**config.mk**
```make
export PLATFORM = sky130hd
export DESIGN_NAME = matrix_operand_loader
export DESIGN_NICKNAME = d
export VERILOG_FILES = /design/src/rtl/coprocessor_pkg.sv /design/src/rtl/matrix_index_counter.sv /design/src/rtl/matrix_operand_loader.sv
export SDC_FILE = /design/constraint.sdc
export NUM_CORES = 1
export LEC_CHECK = 0
export ABC_CLOCK_PERIOD_IN_PS = 3800
export BUFFER_PORTS_ARGS = -buffer_cell sky130_fd_sc_hd__buf_4
export CORE_MARGIN = 2
export CORE_UTILIZATION = 40
export DETAILED_ROUTE_END_ITERATION = 7
export PLACE_DENSITY = 0.67
export SYNTH_ARGS = -nofsm -noshare
export SYNTH_HDL_FRONTEND = slang
export SYNTH_SLANG_ARGS = --single-unit
```
**constraint.sdc**
```tcl
create_clock -name clk -period 3.8 [get_ports clk]
set_input_delay 0.95 -clock clk [delete_from_list [all_inputs] [get_ports clk]]
set_output_delay 0.95 -clock clk [all_outputs]
set_load 0.02 [all_outputs]
```
**src/rtl/coprocessor_pkg.sv**
```systemverilog
`default_nettype none
// ============================================================================
// coprocessor_pkg
// Shared constants, loader state encoding and size-legality helper for the
// matrix coprocessor datapath (loader and ALU modules).
// Revision: 1.0
// ============================================================================
package coprocessor_pkg;

    localparam int DIM      = 5;
    localparam int ELEM_W   = 8;
    localparam int FLAT_W   = DIM * DIM * ELEM_W;
    localparam int SIZE_W   = 3;
    localparam int SIZE_MIN = 2;
    localparam int SIZE_MAX = DIM;

    typedef enum logic [1:0] {
        IDLE   = 2'd0,
        LOAD_A = 2'd1,
        LOAD_B = 2'd2,
        DONE   = 2'd3
    } loader_state_e;

    // Legal active dimension is SIZE_MIN..max_dim (max_dim is the instance's DIM).
    function automatic logic size_is_legal(input logic [SIZE_W-1:0] sz, input int max_dim);
        return (int'(sz) >= SIZE_MIN) && (int'(sz) <= max_dim);
    endfunction

endpackage
`default_nettype wire

```
**src/rtl/matrix_index_counter.sv**
```systemverilog
`default_nettype none
// ============================================================================
// matrix_index_counter
// Row-major (row, col) position counter that wraps at the active size.
// Revision: 1.0
// ============================================================================
module matrix_index_counter
    import coprocessor_pkg::*;
(
    input  logic              clk,
    input  logic              rst_n,
    input  logic              clear,
    input  logic              advance,
    input  logic [SIZE_W-1:0] size,
    output logic [SIZE_W-1:0] row,
    output logic [SIZE_W-1:0] col,
    output logic              last
);

    logic [SIZE_W-1:0] row_q, row_d;
    logic [SIZE_W-1:0] col_q, col_d;
    logic [SIZE_W-1:0] size_m1;
    logic              col_end;
    logic              row_end;

    assign size_m1 = size - SIZE_W'(1);
    assign col_end = (col_q == size_m1);
    assign row_end = (row_q == size_m1);

    always_comb begin
        row_d = row_q;
        col_d = col_q;
        if (clear) begin
            row_d = '0;
            col_d = '0;
        end else if (advance) begin
            if (col_end) begin
                col_d = '0;
                row_d = row_end ? '0 : row_q + SIZE_W'(1);
            end else begin
                col_d = col_q + SIZE_W'(1);
            end
        end
    end

    always_ff @(posedge clk) begin
        if (!rst_n) begin
            row_q <= '0;
            col_q <= '0;
        end else begin
            row_q <= row_d;
            col_q <= col_d;
        end
    end

    assign row  = row_q;
    assign col  = col_q;
    assign last = col_end && row_end;

endmodule
`default_nettype wire

```
**src/rtl/matrix_operand_loader.sv**
```systemverilog
`default_nettype none
// ============================================================================
// matrix_operand_loader
// Assembles one or two DIMxDIM operands from a row-major byte stream into
// zero-padded flat buses and hands them to the ALU with valid/ack.
// Optional feature macro: MATRIX_LOADER_TIMEOUT_EN (idle-beat timeout).
// Revision: 1.0
// ============================================================================
module matrix_operand_loader
    import coprocessor_pkg::*;
#(
    parameter int DIM            = coprocessor_pkg::DIM,
    parameter int ELEM_W         = coprocessor_pkg::ELEM_W,
    parameter int TIMEOUT_CYCLES = 255
) (
    input  logic                      clk,
    input  logic                      rst_n,
    input  logic                      start,
    input  logic [SIZE_W-1:0]         size,
    input  logic                      two_op,
    input  logic [ELEM_W-1:0]         in_data,
    input  logic                      in_valid,
    output logic                      in_ready,
    output logic [DIM*DIM*ELEM_W-1:0] A_flat,
    output logic [DIM*DIM*ELEM_W-1:0] B_flat,
    output logic                      mats_valid,
    input  logic                      mats_ack,
    output logic                      busy,
    output logic                      err
);

    localparam int FLAT_BITS = DIM * DIM * ELEM_W;
    localparam int OFF_W     = $clog2(FLAT_BITS);

    loader_state_e          state_q, state_d;
    logic [SIZE_W-1:0]      size_q, size_d;
    logic                   two_op_q, two_op_d;
    logic [FLAT_BITS-1:0]   a_flat_q, a_flat_d;
    logic [FLAT_BITS-1:0]   b_flat_q, b_flat_d;
    logic                   in_ready_q, in_ready_d;
    logic                   mats_valid_q, mats_valid_d;
    logic                   busy_q, busy_d;
    logic                   err_q, err_d;

    logic                   beat;
    logic                   idx_clear;
    logic [SIZE_W-1:0]      row;
    logic [SIZE_W-1:0]      col;
    logic                   last;
    logic [OFF_W-1:0]       wr_off;

`ifdef MATRIX_LOADER_TIMEOUT_EN
    localparam int CNT_W = $clog2(TIMEOUT_CYCLES + 1);
    logic [CNT_W-1:0]       idle_cnt_q, idle_cnt_d;
`endif

    matrix_index_counter u_idx (
        .clk     (clk),
        .rst_n   (rst_n),
        .clear   (idx_clear),
        .advance (beat),
        .size    (size_q),
        .row     (row),
        .col     (col),
        .last    (last)
    );

    // in_ready_q is only ever set in the load states, so it alone qualifies a beat.
    assign beat   = in_valid && in_ready_q;
    assign wr_off = OFF_W'((int'(row) * DIM + int'(col)) * ELEM_W);

    always_comb begin
        state_d   = state_q;
        size_d    = size_q;
        two_op_d  = two_op_q;
        a_flat_d  = a_flat_q;
        b_flat_d  = b_flat_q;
        err_d     = 1'b0;
        idx_clear = 1'b0;

        case (state_q)
            IDLE: begin
                if (start) begin
                    if (size_is_legal(size, DIM)) begin
                        size_d    = size;
                        two_op_d  = two_op;
                        a_flat_d  = '0;
                        b_flat_d  = '0;
                        idx_clear = 1'b1;
                        state_d   = LOAD_A;
                    end else begin
                        err_d = 1'b1;
                    end
                end
            end
            LOAD_A: begin
                if (beat) begin
                    a_flat_d[wr_off +: ELEM_W] = in_data;
                    if (last) begin
                        state_d = two_op_q ? LOAD_B : DONE;
                    end
                end
            end
            LOAD_B: begin
                if (beat) begin
                    b_flat_d[wr_off +: ELEM_W] = in_data;
                    if (last) begin
                        state_d = DONE;
                    end
                end
            end
            DONE: begin
                if (mats_ack) begin
                    state_d = IDLE;
                end
            end
            default: state_d = IDLE;
        endcase

`ifdef MATRIX_LOADER_TIMEOUT_EN
        idle_cnt_d = '0;
        if ((state_q == LOAD_A || state_q == LOAD_B) && !beat) begin
            if (idle_cnt_q == CNT_W'(TIMEOUT_CYCLES - 1)) begin
                err_d     = 1'b1;
                a_flat_d  = '0;
                b_flat_d  = '0;
                idx_clear = 1'b1;
                state_d   = IDLE;
            end else begin
                idle_cnt_d = idle_cnt_q + CNT_W'(1);
            end
        end
`endif

        // Status outputs are registered off the next state so they align with it.
        in_ready_d   = (state_d == LOAD_A) || (state_d == LOAD_B);
        mats_valid_d = (state_d == DONE);
        busy_d       = (state_d != IDLE);
    end

    always_ff @(posedge clk) begin
        if (!rst_n) begin
            state_q      <= IDLE;
            size_q       <= '0;
            two_op_q     <= 1'b0;
            a_flat_q     <= '0;
            b_flat_q     <= '0;
            in_ready_q   <= 1'b0;
            mats_valid_q <= 1'b0;
            busy_q       <= 1'b0;
            err_q        <= 1'b0;
`ifdef MATRIX_LOADER_TIMEOUT_EN
            idle_cnt_q   <= '0;
`endif
        end else begin
            state_q      <= state_d;
            size_q       <= size_d;
            two_op_q     <= two_op_d;
            a_flat_q     <= a_flat_d;
            b_flat_q     <= b_flat_d;
            in_ready_q   <= in_ready_d;
            mats_valid_q <= mats_valid_d;
            busy_q       <= busy_d;
            err_q        <= err_d;
`ifdef MATRIX_LOADER_TIMEOUT_EN
            idle_cnt_q   <= idle_cnt_d;
`endif
        end
    end

    assign in_ready   = in_ready_q;
    assign A_flat     = a_flat_q;
    assign B_flat     = b_flat_q;
    assign mats_valid = mats_valid_q;
    assign busy       = busy_q;
    assign err        = err_q;

endmodule
`default_nettype wire

```
==> run_results.csv, run 1 <==
group,metric,value,unit
setup_path,slowest_delay,0.74,ns
timing,fin_crit_sh,0.970,
synth,synth_nets,1987,
floorplan,rows,76,
timing,maxSlewViolCount,0,
grt,grt_use_total,0.293,
grt,use_met3,0.0721,
worst_hold_path,hp-start,"two_op_q",
grt,grt_max_degree,121,
synth,synth.cell_area,17400,um^2
clock_tree,cts-hold-fix-buffers,0,
synth,synth_top_area_cell,"dfxtp_1",
grt,grt_pass1_wl,101,mm
final_layout,final_cell_area,22900,um^2
setup_path,critPathKind,"reg -> reg",
synth,netlist_top_cells_area,"dfxtp_1 (48%), nand2_1 (5.6%), a21oi_1 (5.2%), nand3_1 (4.0%), nor2_1 (3.6%)",
detailed_routing,drc,0,
floorplan,ios,421,
timing,holdWs,0.460,ns
clock_tree,htree_levels,2,
detailed_routing,avgRoutedWirePerCell,23.4,um
grt,first_global_vias,16300,
grt,grtUsageMet1,0.387,
final_layout,area_growth,31.8,%
grt,grt_overflow_total,0,
detailed_routing,dr.pass1.iters,6,
placed_design,dpl_cell_area,21200,um^2
floorplan,core-area,43000,um^2
setup_path,crit_fanout,9,
synth,avgSynthCellArea,8.88,um^2
synth,ys_seq_area_frac,0.480,
clock_tree,path_clk_slew,0.06,ns
setup_path,worstSetupStartpointType,"register",
setup_path,worstReg2RegStart,"u_idx.row[0]",
run_status,status,"completed",
setup_path,cp.arrival,4.21,ns
final_layout,fillers,3992,
synth,synth_most_common_cell,"dfxtp_1",
clock_tree,clkLatencyLatePin,0.59,ns
synth,synth_seq_cells,416,
synth,synth.distinct_cells,75,
worst_hold_path,hold_depth,2,
synth,synth_edf_count,0,
timing,setup_viol,0,
timing,hold_violations,0,
placed_design,port_buffers,420,
setup_path,cp_slowest_cell,"fa_1",
detailed_routing,vias,17400,
setup_path,r2r_slack,0.11,ns
timing,rsz0062_at_grt,"yes",
floorplan,die_h,212,um
flow_run,drv_cap,0,
detailed_routing,totalWireLength,68.9,mm
detailed_routing,drtAntennaViolNets,0,
setup_path,rr_worst_depth,9,
grt,busiest_layer,"met2",
synth,synthArstFlopShare,0,
timing,slew_headroom,0.441,
pwr,ir_drop,0.000343,V
clock_tree,cts.root.buffer_cell,"clkbuf_16",
timing,tightestPinTransition,0.830,ns
worst_hold_path,min_path_type,"reg -> reg",
worst_hold_path,min_to,"two_op_q",
pwr,power_density,405,nW/um^2
final_layout,layout-drive-gt1-share,0.274,
synth,synthCells,1955,
detailed_routing,post_drt_via_cell_ratio,5.90,
setup_path,r2r_end,"B_flat[73]",
synth,synth.top_cells.by_count,"dfxtp_1 (416), nand2_1 (261), a21oi_1 (179)",
detailed_routing,drt_iter0_drc,1801,
timing,finClkSkew,0.0154,ns
grt,antenna_found_initial,0,
timing,fin_tns_setup,0,ns
final_layout,nets,2365,
synth,yosys_warnings,0,
floorplan,dieArea,45100,um^2
synth,synth_top_area_share,0.480,
floorplan,initial_core_util,0.404,
clock_tree,cts_tree,"done",
placed_design,place_congestion,0.909,
floorplan,die_w,212,um
clock_tree,cts_inserted_buffers,44,
pwr,design_power_total,9.26,mW
pwr,p_leak,8.67,nW
setup_path,required,4.32,ns
setup_path,end_kind,"register",
clock_tree,clock_sinks,416,
setup_path,cpMostUsedCell,"ha_1",
grt,grtUsageMet2,0.457,
timing,period_needed,3.69,ns
timing,fmax,271,MHz
setup_path,path_cells,"ha_1 > ha_1 > fa_1 > and2_1 > a21oi_2 > nor4_4 > buf_4 > and3_1 > a32o_1",
clock_tree,cts_buffer_depth,3,
placed_design,dpl.hpwl,47.2,mm
synth,synth_flop_cell,"dfxtp_1",
final_layout,diodes,0,
final_layout,postLayoutCoreUtil,0.532,
## repair_timing
| item | in CTS | in global routing |
|---|---|---|
| setup buffers | 5 | 5 |
| gates cloned | 0 | 0 |
| pin swaps | 2 | 4 |
| setup endpoints to repair | 28 | 142 |
| gates resized for setup | 3 | 13 |
## metrics by stage
step | setup slack [ns] | instances
after CTS | 0.000902 | 2944
after floorplan | 0.420 | 1955
final | 0.113 | 2949
after detailed placement | -0.0234 | 2862
after global routing | -0.0114 | 2949
after global placement | 0.0950 | 2862
## kinds of logic after synthesis
family	count (synthesis)	synth area share
AO/OA/AOI/OAI	613	0.255
XOR/XNOR	15	0.00865
AND/OR/NAND/NOR	677	0.180
multiplexers	31	0.0200
flip-flops	416	0.480
buffers and inverters	188	0.0456
adder cells (fa/ha/maj)	15	0.0112
## cells in the final DEF, fill, tap and decap left out, types with 6 or more instances in the layout
cell type,instances
inv_1,7
a31oi_1,31
a32o_1,40
a211oi_1,10
and2_1,7
buf_12,7
dfxtp_1,416
a22o_1,32
nand2b_1,6
o21a_1,8
mux2_1,21
o22ai_1,49
clkbuf_1,8
o21ai_0,19
and3_1,21
a21oi_1,176
or4_1,16
xor2_1,7
a22oi_1,71
o21ai_1,8
a21oi_2,11
buf_4,501
clkbuf_16,44
nand2_1,261
o32ai_1,32
o221ai_1,16
nand3_1,139
o2bb2ai_1,7
o211ai_1,23
clkbuf_8,12
nor2_1,165
nand3b_1,18
ha_1,14
mux2_2,9
xnor2_1,6
a32oi_1,51
## worst max-delay path: cells and delay by family (launching register included)
kind / cells / cell delay (ns)
flops: 1 / 0.44
simple gates: 3 / 1.21
fa+ha+maj: 3 / 1.34
buf+inv: 1 / 0.29
compound gates: 2 / 0.34
## state kept, by name (all words and copies together), names as in the netlist
name / flops
size_q: 3
A_flat: 200
B_flat: 200
u_idx.row: 3
state_q: 2
busy: 1
mats_valid: 1
two_op_q: 1
u_idx.col: 3
in_ready: 1
err: 1
## how the worst max path moves through the flow
stage | startpoint | end | slack, ns | cells past startpoint
2_1_floorplan | u_idx.row[0] | B_flat[18] | 0.42 | 12
3_3_place_gp | u_idx.row[0] | B_flat[40] | 0.09 | 10
3_5_place_dp | u_idx.row[0] | B_flat[43] | -0.02 | 10
4_1_cts | u_idx.row[0] | B_flat[152] | 0.0009 | 10
5_1_grt | u_idx.row[0] | B_flat[133] | -0.01 | 11
6_report | u_idx.row[0] | B_flat[73] | 0.11 | 9
## final cells by class
| type | count | area (um^2) | area share |
|---|---|---|---|
| clock buffer | 64 | 1300 | 0.0567 |
| clock inverter | 13 | 180 | 0.00788 |
| inverter | 8 | 35.0 | 0.00153 |
| timing repair buffer | 512 | 3950 | 0.173 |
| tap | 585 | 732 | 0.0320 |
| multi-input combinational | 1351 | 8360 | 0.365 |
| sequential | 416 | 8330 | 0.364 |
## metal layers
metal  wire length [um]  vias to the layer above
li1                   -                     7963
met1              28500                     8471
met2              31400                      807
met3               6150                      151
met4               2760                        0
met5                  0                        -
## power by group
part | total, mW | switching [mW] | internal (mW)
combinational | 0.491 | 0.383 | 0.108
sequential | 4.37 | 0.00624 | 4.37
clock | 4.39 | 1.82 | 2.58
Note: power is estimated with default switching activity, not from simulation.
==> run 2, diff against run 1 <==
--- a/config.mk
+++ b/config.mk
@@ -5,12 +5,13 @@
 export SDC_FILE = /design/constraint.sdc
 export NUM_CORES = 1
 export LEC_CHECK = 0
-export ABC_CLOCK_PERIOD_IN_PS = 3800
+export ABC_CLOCK_PERIOD_IN_PS = 4450
 export BUFFER_PORTS_ARGS = -buffer_cell sky130_fd_sc_hd__buf_4
 export CORE_MARGIN = 2
 export CORE_UTILIZATION = 40
 export DETAILED_ROUTE_END_ITERATION = 7
 export PLACE_DENSITY = 0.67
+export REMOVE_ABC_BUFFERS = 1
 export SYNTH_ARGS = -nofsm -noshare
 export SYNTH_HDL_FRONTEND = slang
 export SYNTH_SLANG_ARGS = --single-unit
==> constraint.sdc (replaced) <==
create_clock -name clk -period 4.45 [get_ports clk]
set_input_delay 1.1125 -clock clk [delete_from_list [all_inputs] [get_ports clk]]
set_output_delay 1.1125 -clock clk [all_outputs]
set_load 0.02 [all_outputs]
==> run 2 against run 1 <==
Sequential power fell by 15%; register-to-register slack improved by 0.24 ns; cell count fell by 1.3%; clock power fell by 9.3%; combinational power fell by 18%; via count fell by 0.97%; utilization fell by 0.80 points; non-clock buffer count fell by 42; final area fell by 1.5%; clock skew fell by 0.0020 ns; first-iteration DRC count fell by 12%; critical path type unchanged.
==> run_results.csv, run 2 (synthesis results as in run 1) <==
group,metric,value,unit
clock_tree,clock_sinks,416,
timing,tightestPinTransition,1.09,ns
pwr,ir_drop,0.000218,V
clock_tree,cts_inserted_buffers,45,
detailed_routing,drc,0,
clock_tree,clkLatencyLatePin,0.58,ns
timing,hold_violations,0,
timing,setup_viol,0,
setup_path,cp.arrival,4.53,ns
final_layout,final_cell_area,22500,um^2
setup_path,worstSetupStartpointType,"register",
final_layout,area_growth,29.8,%
timing,rsz0062_at_grt,"no",
final_layout,diodes,0,
final_layout,layout-drive-gt1-share,0.261,
clock_tree,cts_tree,"done",
pwr,power_density,360,nW/um^2
detailed_routing,avgRoutedWirePerCell,22.7,um
clock_tree,htree_levels,2,
setup_path,worstReg2RegStart,"u_idx.row[2]",
setup_path,crit_fanout,21,
timing,fin_crit_sh,0.922,
grt,first_global_vias,16400,
floorplan,initial_core_util,0.404,
timing,maxSlewViolCount,0,
detailed_routing,dr.pass1.iters,5,
final_layout,mostFrequentLayoutCell,"buf_4",
placed_design,dpl.hpwl,45.2,mm
grt,antenna_found_initial,0,
detailed_routing,totalWireLength,66.0,mm
setup_path,required,4.88,ns
grt,grt_use_total,0.281,
setup_path,critPathKind,"reg -> reg",
worst_hold_path,hp-start,"two_op_q",
grt,grt_overflow_total,0,
flow_run,drv_cap,0,
worst_hold_path,hold_depth,2,
placed_design,dpl_cell_area,20900,um^2
timing,slew_headroom,0.272,
clock_tree,cts-hold-fix-buffers,0,
worst_hold_path,min_to,"two_op_q",
timing,period_needed,4.10,ns
timing,fmax,244,MHz
floorplan,die_w,212,um
clock_tree,path_clk_slew,0.06,ns
placed_design,place_congestion,0.890,
run_status,status,"completed",
clock_tree,cts_resized,0,
final_layout,nets,2324,
detailed_routing,drtAntennaViolNets,0,
timing,finClkSkew,0.0134,ns
clock_tree,cts_buffer_depth,3,
grt,grt_pass1_wl,98.2,mm
floorplan,dieArea,45100,um^2
setup_path,r2r_end,"A_flat[132]",
floorplan,rows,76,
detailed_routing,vias,17200,
setup_path,rr_worst_depth,9,
setup_path,r2r_slack,0.35,ns
detailed_routing,post_drt_via_cell_ratio,5.92,
pwr,p_leak,8.46,nW
floorplan,ios,421,
floorplan,core-area,43000,um^2
detailed_routing,drt_iter0_drc,1584,
final_layout,postLayoutCoreUtil,0.524,
clock_tree,cts.root.buffer_cell,"clkbuf_16",
setup_path,end_kind,"register",
final_layout,layout_common_cells,"buf_4 (467), dfxtp_1 (416), nand2_1 (261)",
grt,grt_max_degree,117,
clock_tree,post_cts_buffers,0,
floorplan,die_h,212,um
worst_hold_path,min_path_type,"reg -> reg",
placed_design,port_buffers,420,
## run 2: cell count changes in the layout (fill, tap and decap cells not counted), moves of 3 or more
| cell | delta |
|---|---|
| buf_4 | -34 |
| buf_12 | -5 |
| buf_6 | -3 |
| clkbuf_1 | -3 |
| clkbuf_16 | +3 |
| clkinv_8 | -3 |
| clkinvlp_4 | +3 |
## run 2: power breakdown
part	internal (mW)	switching, mW
Clock	2.40	1.58
Combinational	0.0795	0.322
Sequential	3.73	0.00529
Total	6.21	1.91
## run 2: worst max path at each step
stage / from / to / slack [ns]
2_1_floorplan: size[2] / A_flat[143] / -0.24
3_3_place_gp: u_idx.row[2] / A_flat[132] / 0.57
3_5_place_dp: u_idx.row[2] / A_flat[135] / 0.42
4_1_cts: u_idx.row[2] / A_flat[135] / 0.42
5_1_grt: u_idx.row[2] / A_flat[135] / 0.15
6_report: u_idx.row[2] / A_flat[132] / 0.35
## run 2: worst max-delay path, stage by stage, from the launching register on
cell	delay (ns)
dfxtp_1	0.47
ha_1	0.30
ha_1	0.32
fa_1	0.71
nor2b_1	0.18
a21oi_1	0.55
o31a_1	0.81
a21oi_2	0.23
a32oi_1	0.26
a31oi_1	0.11
## run 2: layer usage
metal / track usage / vias to the layer above / share of wire
met4: 0.119 / 0 / 0.040
met3: 0.0758 / 141 / 0.092
met1: 0.355 / 8406 / 0.41
li1: - / 7894 / -
met2: 0.455 / 782 / 0.46
met5: 0 / - / 0
## run 2: final cells by class
cell class	count	area [um^2]
multi-input combinational	1351	8300
clock buffer	63	1350
timing repair buffer	470	3560
tap	585	732
clock inverter	18	233
inverter	8	35.0
sequential	416	8330
fill	4012	20500
## run 2: through the flow
| step | power (mW) | instances | setup slack [ns] | hold slack (ns) | setup TNS [ns] |
|---|---|---|---|---|---|
| 3_5_place_dp | 4.21 | 2830 | 0.416 | 0.452 | 0 |
| 5_1_grt | 8.33 | 2911 | 0.154 | 0.481 | 0 |
| 4_1_cts | 8.17 | 2911 | 0.423 | 0.465 | 0 |
| 2_1_floorplan | 4.00 | 1775 | -0.240 | 0.432 | -10.06 |
| 6_report | 8.12 | 2911 | 0.348 | 0.465 | 0 |
| 3_3_place_gp | 4.21 | 2830 | 0.573 | 0.440 | 0 |
